[src/rtl/temp_sample_accumulator.sv]
// Sums a window of 2^SAMPLES_LOG2 unsigned temperature samples and offers the
// window sum downstream over a valid/ready handshake. The averaging stage shifts this sum to get the mean.
module temp_sample_accumulator #(
    parameter int DATA_WIDTH   = 26,
    parameter int SAMPLES_LOG2 = 6,
    parameter int SUM_WIDTH    = 32
) (
    input  logic                    clk,
    input  logic                    rst,
    input  logic                    clear,
    input  logic                    sample_valid,
    input  logic [DATA_WIDTH-1:0]   sample_in,
    output logic                    sample_ready,
    output logic                    sum_valid,
    output logic [SUM_WIDTH-1:0]    sum_out,
    input  logic                    sum_ready,
    output logic [SAMPLES_LOG2-1:0] sample_count
);

    typedef enum logic [0:0] {
        ACCUM = 1'b0,
        HOLD  = 1'b1
    } state_t;

    localparam logic [SAMPLES_LOG2-1:0] LAST_IDX = '1;

    state_t               state_r;
    logic [SUM_WIDTH-1:0] acc_r;
    logic [SUM_WIDTH-1:0] sample_ext_s;
    logic [SUM_WIDTH-1:0] acc_next_s;

    // SUM_WIDTH = DATA_WIDTH + SAMPLES_LOG2, so a full window of maximum samples cannot overflow.
    assign sample_ext_s = SUM_WIDTH'(sample_in);
    assign acc_next_s   = acc_r + sample_ext_s;

    // Window FSM. The handshake outputs are registered alongside the state so they always match it.
    always_ff @(posedge clk or posedge rst) begin
        if (rst) begin
            state_r      <= ACCUM;
            acc_r        <= '0;
            sample_count <= '0;
            sum_out      <= '0;
            sum_valid    <= 1'b0;
            sample_ready <= 1'b1;
        end else if (clear) begin
            state_r      <= ACCUM;
            acc_r        <= '0;
            sample_count <= '0;
            sum_valid    <= 1'b0;
            sample_ready <= 1'b1;
        end else begin
            case (state_r)
                ACCUM: begin
                    if (sample_valid && sample_ready) begin
                        if (sample_count == LAST_IDX) begin
                            sum_out      <= acc_next_s;
                            acc_r        <= '0;
                            sample_count <= '0;
                            state_r      <= HOLD;
                            sum_valid    <= 1'b1;
                            sample_ready <= 1'b0;
                        end else begin
                            acc_r        <= acc_next_s;
                            sample_count <= sample_count + SAMPLES_LOG2'(1);
                        end
                    end else begin
                        acc_r <= acc_r;
                    end
                end
                HOLD: begin
                    // Incoming samples are stalled by sample_ready=0; only the sum handshake matters here.
                    if (sum_ready) begin
                        state_r      <= ACCUM;
                        sum_valid    <= 1'b0;
                        sample_ready <= 1'b1;
                    end else begin
                        state_r <= HOLD;
                    end
                end
                default: begin
                    state_r      <= ACCUM;
                    acc_r        <= '0;
                    sample_count <= '0;
                    sum_valid    <= 1'b0;
                    sample_ready <= 1'b1;
                end
            endcase
        end
    end

endmodule

[config.mk]
export PLATFORM = sky130hd
export DESIGN_NAME = temp_sample_accumulator
export DESIGN_NICKNAME = d
export VERILOG_FILES = /design/src/rtl/temp_sample_accumulator.sv
export SDC_FILE = /design/constraint.sdc
export NUM_CORES = 1
export LEC_CHECK = 0
export CAP_MARGIN = 0
export CORE_ASPECT_RATIO = 0.8
export CORE_MARGIN = 2
export CORE_UTILIZATION = 46
export CTS_BUF_LIST = sky130_fd_sc_hd__clkbuf_4 sky130_fd_sc_hd__clkbuf_8 sky130_fd_sc_hd__clkbuf_16
export DETAILED_ROUTE_END_ITERATION = 12
export GPL_TIMING_DRIVEN = 0
export PLACE_DENSITY = 0.66
export SYNTH_ARGS = -nofsm -noshare
export SYNTH_HDL_FRONTEND = slang
export SYNTH_SLANG_ARGS = --single-unit
[constraint.sdc]
create_clock -name clk -period 3 [get_ports clk]
set_input_delay 0.45 -clock clk [delete_from_list [all_inputs] [get_ports clk]]
set_output_delay 0.45 -clock clk [all_outputs]
set_load 0.01 [all_outputs]
==> results of run 1 <==
## final cells by class
cell class              instances  area (um^2)
plain buffers                  21         80.1
clock buffers                  12          254
clock inverters                 3         65.1
fillers                       785         3550
inverters                      12         47.5
multi-input cells             327         2370
flip-flops and latches         73         1830
well taps                     115          144
repair buffers                 73          743
## Yosys cell counts, drive strengths merged (2+ instances only)
cell / number
o221ai: 2
or2: 3
nor2: 23
inv: 12
a21oi: 41
o31ai: 2
nand2: 43
o21ai: 26
a311oi: 2
and3: 4
nand3: 10
buf: 2
dfrtp: 72
clkbuf: 19
nand4: 9
or3: 3
a211oi: 2
ha: 27
mux2: 22
o21bai: 3
xnor2: 16
a21o: 12
nor3: 5
a22o: 27
o21a: 6
o211ai: 3
xor2: 14
a31oi: 5
nand2b: 5
## cells by family after synthesis
kind of cell | after synthesis | synth area share
adders and majority gates | 28 | 0.0833
muxes | 22 | 0.0577
buffers and inverters | 33 | 0.0291
and+or+nand+nor | 108 | 0.121
AOI/OAI and AO/OA | 139 | 0.222
DFF | 73 | 0.425
xor gates and xnor gates | 30 | 0.0612
## state kept, by name, indices dropped and copies added (netlist names)
signal,count
sum_valid,1
sample_ready,1
sum_out,32
acc_r,32
sample_count,6
state_r,1
## layer usage
metal,vias to the layer above,part of all wire,track usage
li1,1753,-,-
met1,1707,0.50,0.309
met2,101,0.44,0.314
met3,12,0.049,0.0497
met4,0,0.013,0.0640
met5,-,0,0
## report_power, final
part / internal, uW / switching, uW / total, uW / leakage [uW]
logic: 361 / 500 / 860 / 0.00141
clock network: 763 / 396 / 1160 / 0.000159
registers: 1050 / 47.7 / 1100 / 0.000998
total: 2180 / 943 / 3120 / 0.00257
## through the flow
stage | utilization | instances | total power, uW
2_1_floorplan | - | 433 | 1730
3_3_place_gp | 0.566 | 618 | 1920
3_5_place_dp | 0.570 | 619 | 1940
4_1_cts | 0.605 | 634 | 3120
5_1_grt | 0.609 | 636 | 3300
6_report | 0.609 | 636 | 3120
## what timing repair did
item / CTS / global route
endpoints found under the setup margin: 2 / 8
hold buffers: 0 / 0
resized for setup: 1 / 4
pin swaps: 0 / 2
buffers inserted: 0 / 2
## worst max path at each step
stage	start	end	cells after the start
after floorplan	sample_in[8]	acc_r[27]$_DFFE_PP0P_	9
after global placement	rst	acc_r[15]$_DFFE_PP0P_	2
after detailed placement	sample_in[0]	sum_out[16]$_DFFE_PP0P_	11
after CTS	sample_in[0]	sum_out[24]$_DFFE_PP0P_	11
after global routing	sample_in[15]	sum_out[22]$_DFFE_PP0P_	11
final	sample_in[3]	sum_out[23]$_DFFE_PP0P_	10
==> flow_metrics.py, run 1 <==
metrics = {
    "layout": {
        "drive_gt1_frac": 0.109,
        "layout_common_cells": "dfrtp_1 (72), clkdlybuf4s50_1 (70), nand2_1 (43)",
        "area_growth_pct": 28.7,
        "diodes": 0,
        "final_nets": 576,
        "fin_area_mm2": 0.00553,
        "final_common_cell": "dfrtp_1",
    },
    "critical_path": {
        "required_ns": 3.21,
        "r2r-start": "acc_r[3]$_DFFE_PP0P_",
        "arrival_ns": 3.14,
        "critPathKind": "in -> reg",
        "cp_max_fo": 4,
        "crit_path_end_kind": "flip-flop",
        "slowest_stage": "clkdlybuf4s50_1",
        "cp_slowest_stage_delay_ns": 0.44,
        "rrSetupSlack_ns": 0.26,
        "path_buf_inv": 1,
        "worstRegToRegCells": 9,
        "r2r_end": "sum_out[23]$_DFFE_PP0P_",
        "start_kind": "input pin",
        "crit_chain": "clkdlybuf4s50_1, ha_1, o21ai_0, o21ai_1, nand3b_4, a21oi_2, a31oi_1, o41ai_2, xor2_1, mux2_2",
        "critPathTopFamily": "compound AO/OA/AOI/OAI gates",
    },
    "global_routing": {
        "antenna_found_initial": 0,
        "grt_remaining_overflow": 0,
        "grt_pass1_vias": 3496,
        "grt_pass1_wl_um": 17400,
        "grt_max_degree": 47,
        "track_usage": 0.212,
    },
    "drt": {
        "firstDrtPassIters": 4,
        "routed_via_density": 5.62,
        "drt-initial-drc-count": 215,
        "drc": 0,
        "route.antenna.remaining_nets": 0,
        "num_vias": 3573,
        "routedWlPerCell_um": 16.4,
        "wl_um": 10400,
    },
    "clocking": {
        "clkTransAtPathRegs_ns": 0.06,
        "cts_sinks": 73,
        "cts_tree": "done",
        "cts.path.max_buffers": 2,
        "cts_root_buf": "clkbuf_16",
        "htreeDepth": 3,
        "cts-buffers-inserted": 9,
        "clock_latency_ns": 0.34,
    },
    "synthesis": {
        "yosysUniqueCellTypes": 51,
        "syn_area_mm2": 0.00430,
        "synthArstFlopShare": 1.00,
        "synthTopCellsByArea": "dfrtp_1 (42%), ha_1 (7.9%), mux2_2 (5.8%), a22o_1 (5.3%), a21oi_1 (4.5%)",
        "synth_seq_cells": 73,
        "yosysWarnings": 0,
        "synth_edf_count": 0,
        "synth_seq_area_share": 0.425,
        "synth_top_area_cell": "dfrtp_1",
        "syn_area_per_cell_um2": 9.92,
        "ys.flop_type": "dfrtp_1",
        "synth_nets": 492,
        "synthCells": 433,
        "synth_top_cell_area_share": 0.419,
    },
    "place": {
        "gp_congestion": 0.881,
        "io_buffers": 70,
        "dpl.hpwl_um": 7630,
        "placed_cell_area_mm2": 0.00517,
        "pre_cts_ws_ns": -0.375,
    },
    "timing": {
        "min_period_over_period": 0.975,
        "rsz0062_at_grt": "true",
        "min_period_ns": 2.93,
        "hold_ws_ns": 0.452,
        "fin_ws_ns": 0.0740,
        "final_hold_viol_count": 0,
        "max_slew_margin": 0.578,
        "setup-violations-final": 0,
        "fmax_ghz": 0.342,
        "finClkSkew_ns": 0.00848,
        "worst-slew-pin-transition_ns": 0.632,
        "slew_viol_final": 0,
        "setup_tns_ns": 0,
    },
    "floorplan": {
        "ios": 71,
        "core-area_mm2": 0.00908,
        "die_area_mm2": 0.0101,
        "num_rows": 31,
        "dieWidth_um": 112,
        "die_y_um": 90.4,
        "start_util": 0.473,
    },
    "job": {
        "max-cap-violations": 0,
    },
    "outcome": {
        "status": "complete, no violations",
    },
    "pwr": {
        "ir_drop_v": 0.000350,
        "p_leak_uw": 0.00257,
        "p_per_area_mw_per_mm2": 564,
    },
    "hold_path": {
        "holdCritPathClass": "in -> async",
    },
}
No activity file was read; power rests on OpenSTA's default activity.
==> run 2, diff against run 1 <==
--- a/config.mk
+++ b/config.mk
@@ -10,9 +10,12 @@
 export CORE_MARGIN = 2
 export CORE_UTILIZATION = 46
 export CTS_BUF_LIST = sky130_fd_sc_hd__clkbuf_4 sky130_fd_sc_hd__clkbuf_8 sky130_fd_sc_hd__clkbuf_16
+export CTS_CLUSTER_DIAMETER = 80
 export DETAILED_ROUTE_END_ITERATION = 12
 export GPL_TIMING_DRIVEN = 0
 export PLACE_DENSITY = 0.66
+export RECOVER_POWER = 25
+export REMOVE_ABC_BUFFERS = 1
 export SYNTH_ARGS = -nofsm -noshare
 export SYNTH_HDL_FRONTEND = slang
 export SYNTH_SLANG_ARGS = --single-unit
==> flow_metrics.py, run 2 (same netlist as run 1, synthesis figures left out) <==
metrics = {
    "layout": {
        "finish.utilization": 0.606,
        "layout_common_cells": "dfrtp_1 (72), clkdlybuf4s50_1 (69), nand2_1 (43)",
        "multi_input_area_mm2": 0.00237,
        "top_regs": "acc_r (32), sum_out (32), sample_count (6)",
        "diodes": 0,
        "drive_gt1_frac": 0.129,
        "final_common_cell": "dfrtp_1",
        "area_growth_pct": 28.1,
        "fin_area_mm2": 0.00550,
        "final_nets": 558,
        "fill_cells": 784,
        "stdcell_count": 619,
        "final-seq-area_mm2": 0.00183,
    },
    "clocking": {
        "ctsHoldBuffers": 0,
        "cts_tree": "done",
        "cts.path.max_buffers": 2,
        "htreeDepth": 3,
        "cts_root_buf": "clkbuf_16",
        "clock_latency_ns": 0.33,
        "clkTransAtPathRegs_ns": 0.06,
        "cts_sinks": 73,
        "cts-buffers-inserted": 9,
    },
    "floorplan": {
        "num_rows": 31,
        "die_area_mm2": 0.0101,
        "dieWidth_um": 112,
        "die_y_um": 90.4,
        "ios": 71,
        "core-area_mm2": 0.00908,
        "start_util": 0.473,
    },
    "pwr": {
        "p_per_area_mw_per_mm2": 573,
        "finalPower_uw": 3160,
        "ir_drop_v": 0.000422,
        "p_leak_uw": 0.00254,
    },
    "place": {
        "placed_cells": 601,
        "placed_cell_area_mm2": 0.00515,
        "io_buffers": 70,
        "dpl.hpwl_um": 7360,
        "gp_congestion": 0.940,
    },
    "global_routing": {
        "grt_max_degree": 49,
        "grt_remaining_overflow": 0,
        "grt_pass1_wl_um": 17100,
        "antenna_found_initial": 0,
        "track_usage": 0.208,
        "grt_pass1_vias": 3494,
    },
    "timing": {
        "worst-slew-pin-transition_ns": 1.19,
        "fmax_ghz": 0.345,
        "max_slew_margin": 0.201,
        "min_period_over_period": 0.967,
        "min_period_ns": 2.90,
        "rsz0062_at_grt": "true",
        "final_hold_viol_count": 0,
        "setup-violations-final": 0,
        "finClkSkew_ns": 0.00594,
        "slew_viol_final": 0,
    },
    "hold_path": {
        "holdCritPathClass": "reg -> reg",
    },
    "drt": {
        "routedWlPerCell_um": 16.6,
        "num_vias": 3508,
        "route.antenna.remaining_nets": 0,
        "drc": 0,
        "drt-initial-drc-count": 208,
        "wl_um": 10300,
        "routed_via_density": 5.67,
        "firstDrtPassIters": 5,
    },
    "critical_path": {
        "cp_slowest_stage_delay_ns": 0.44,
        "critPathTopFamily": "compound AO/OA/AOI/OAI gates",
        "arrival_ns": 3.12,
        "cp_max_fo": 3,
        "critPathKind": "in -> reg",
        "rrSetupSlack_ns": 0.27,
        "crit_top_cell": "o211ai_1",
        "path_buf_inv": 1,
        "start_kind": "input pin",
        "crit_chain": "clkdlybuf4s50_1, ha_1, fa_2, a21oi_2, o211ai_1, nand4_1, o211ai_1, o31ai_2, o21ai_1, xor2_1, mux2_2",
        "required_ns": 3.22,
        "slowest_stage": "clkdlybuf4s50_1",
        "crit_path_end_kind": "flip-flop",
    },
    "outcome": {
        "status": "complete, no violations",
    },
    "job": {
        "max-cap-violations": 0,
    },
}
[run 2: changes by cell type in the layout (fill, tap and decap cells not counted), moves of 2 or more]
cell,previous run,this run
clkbuf_1,19,0
clkinvlp_4,0,3
buf_6,0,2
clkbuf_4,2,0
inv_6,0,2
o21ai_0,21,19
[run 2: layer usage]
layer / global-route usage / share of wire / up-vias
met3: 0.0517 / 0.052 / 6
met5: 0 / 0 / -
met4: 0.0559 / 0.0089 / 0
met2: 0.323 / 0.44 / 105
met1: 0.291 / 0.50 / 1672
li1: - / - / 1725
[run 2: repair_timing]
action                                  4_1_cts  5_1_grt
cloned                                        0        1
gates resized for setup                       3        8
pin swaps                                     0        3
endpoints found under the setup margin       22       28
buffers inserted                              0        1
[run 2: cell type report]
| type | instances | area share |
|---|---|---|
| Multi-Input combinational cell | 327 | 0.431 |
| Sequential cell | 73 | 0.332 |
| Timing Repair Buffer | 75 | 0.139 |
| Clock buffer | 11 | 0.0459 |
| Tap cell | 115 | 0.0261 |
| Clock inverter | 5 | 0.0155 |
| Inverter | 12 | 0.00909 |
| Timing Repair inverter | 1 | 0.00136 |
[run 2: final timing paths]
path | start | endpoint | cells past startpoint
max in group asynchronous | rst | acc_r[23]$_DFFE_PP0P_ | 3
min in group asynchronous | rst | sum_out[3]$_DFFE_PP0P_ | 2
worst min-delay path | sum_out[31]$_DFFE_PP0P_ | sum_out[31]$_DFFE_PP0P_ | 2
worst min register to register | sum_out[31]$_DFFE_PP0P_ | sum_out[31]$_DFFE_PP0P_ | 2
worst max register to register | acc_r[8]$_DFFE_PP0P_ | sum_out[25]$_DFFE_PP0P_ | 9
worst max-delay path | sample_in[0] | sum_out[24]$_DFFE_PP0P_ | 11
[run 2: metrics by stage]
stage	TNS, ns	hold slack (ns)	worst slack (ns)
after floorplan	0	0.454	0.0595
after global placement	-96.15	0.468	-1.52
after detailed placement	-12.56	0.473	-0.476
after CTS	0	0.451	0.0185
after global routing	-0.117	0.513	-0.0505
final	0	0.487	0.0988
[run 2: worst reg2reg max path, stage by stage (launching register included)]
cell       delay, ns
dfrtp_1         0.39
ha_1            0.35
a21o_1          0.22
a221o_1         0.37
a21oi_2         0.23
a2111oi_2       0.11
nor3_2          0.34
o21ai_1         0.15
xor2_1          0.18
mux2_2          0.27
[run 2: where the power goes]
part	internal [uW]	total (uW)	switching (uW)
Sequential	1050	1100	51.4
Combinational	362	854	492
Clock	779	1200	420
==> run 3, diff against run 2 <==
--- a/config.mk
+++ b/config.mk
@@ -5,6 +5,7 @@
 export SDC_FILE = /design/constraint.sdc
 export NUM_CORES = 1
 export LEC_CHECK = 0
+export ABC_CLOCK_PERIOD_IN_PS = 3000
 export CAP_MARGIN = 0
 export CORE_ASPECT_RATIO = 0.8
 export CORE_MARGIN = 2
==> results of run 3 <==
Final layout, timing and power as in run 2 (identical DEF).
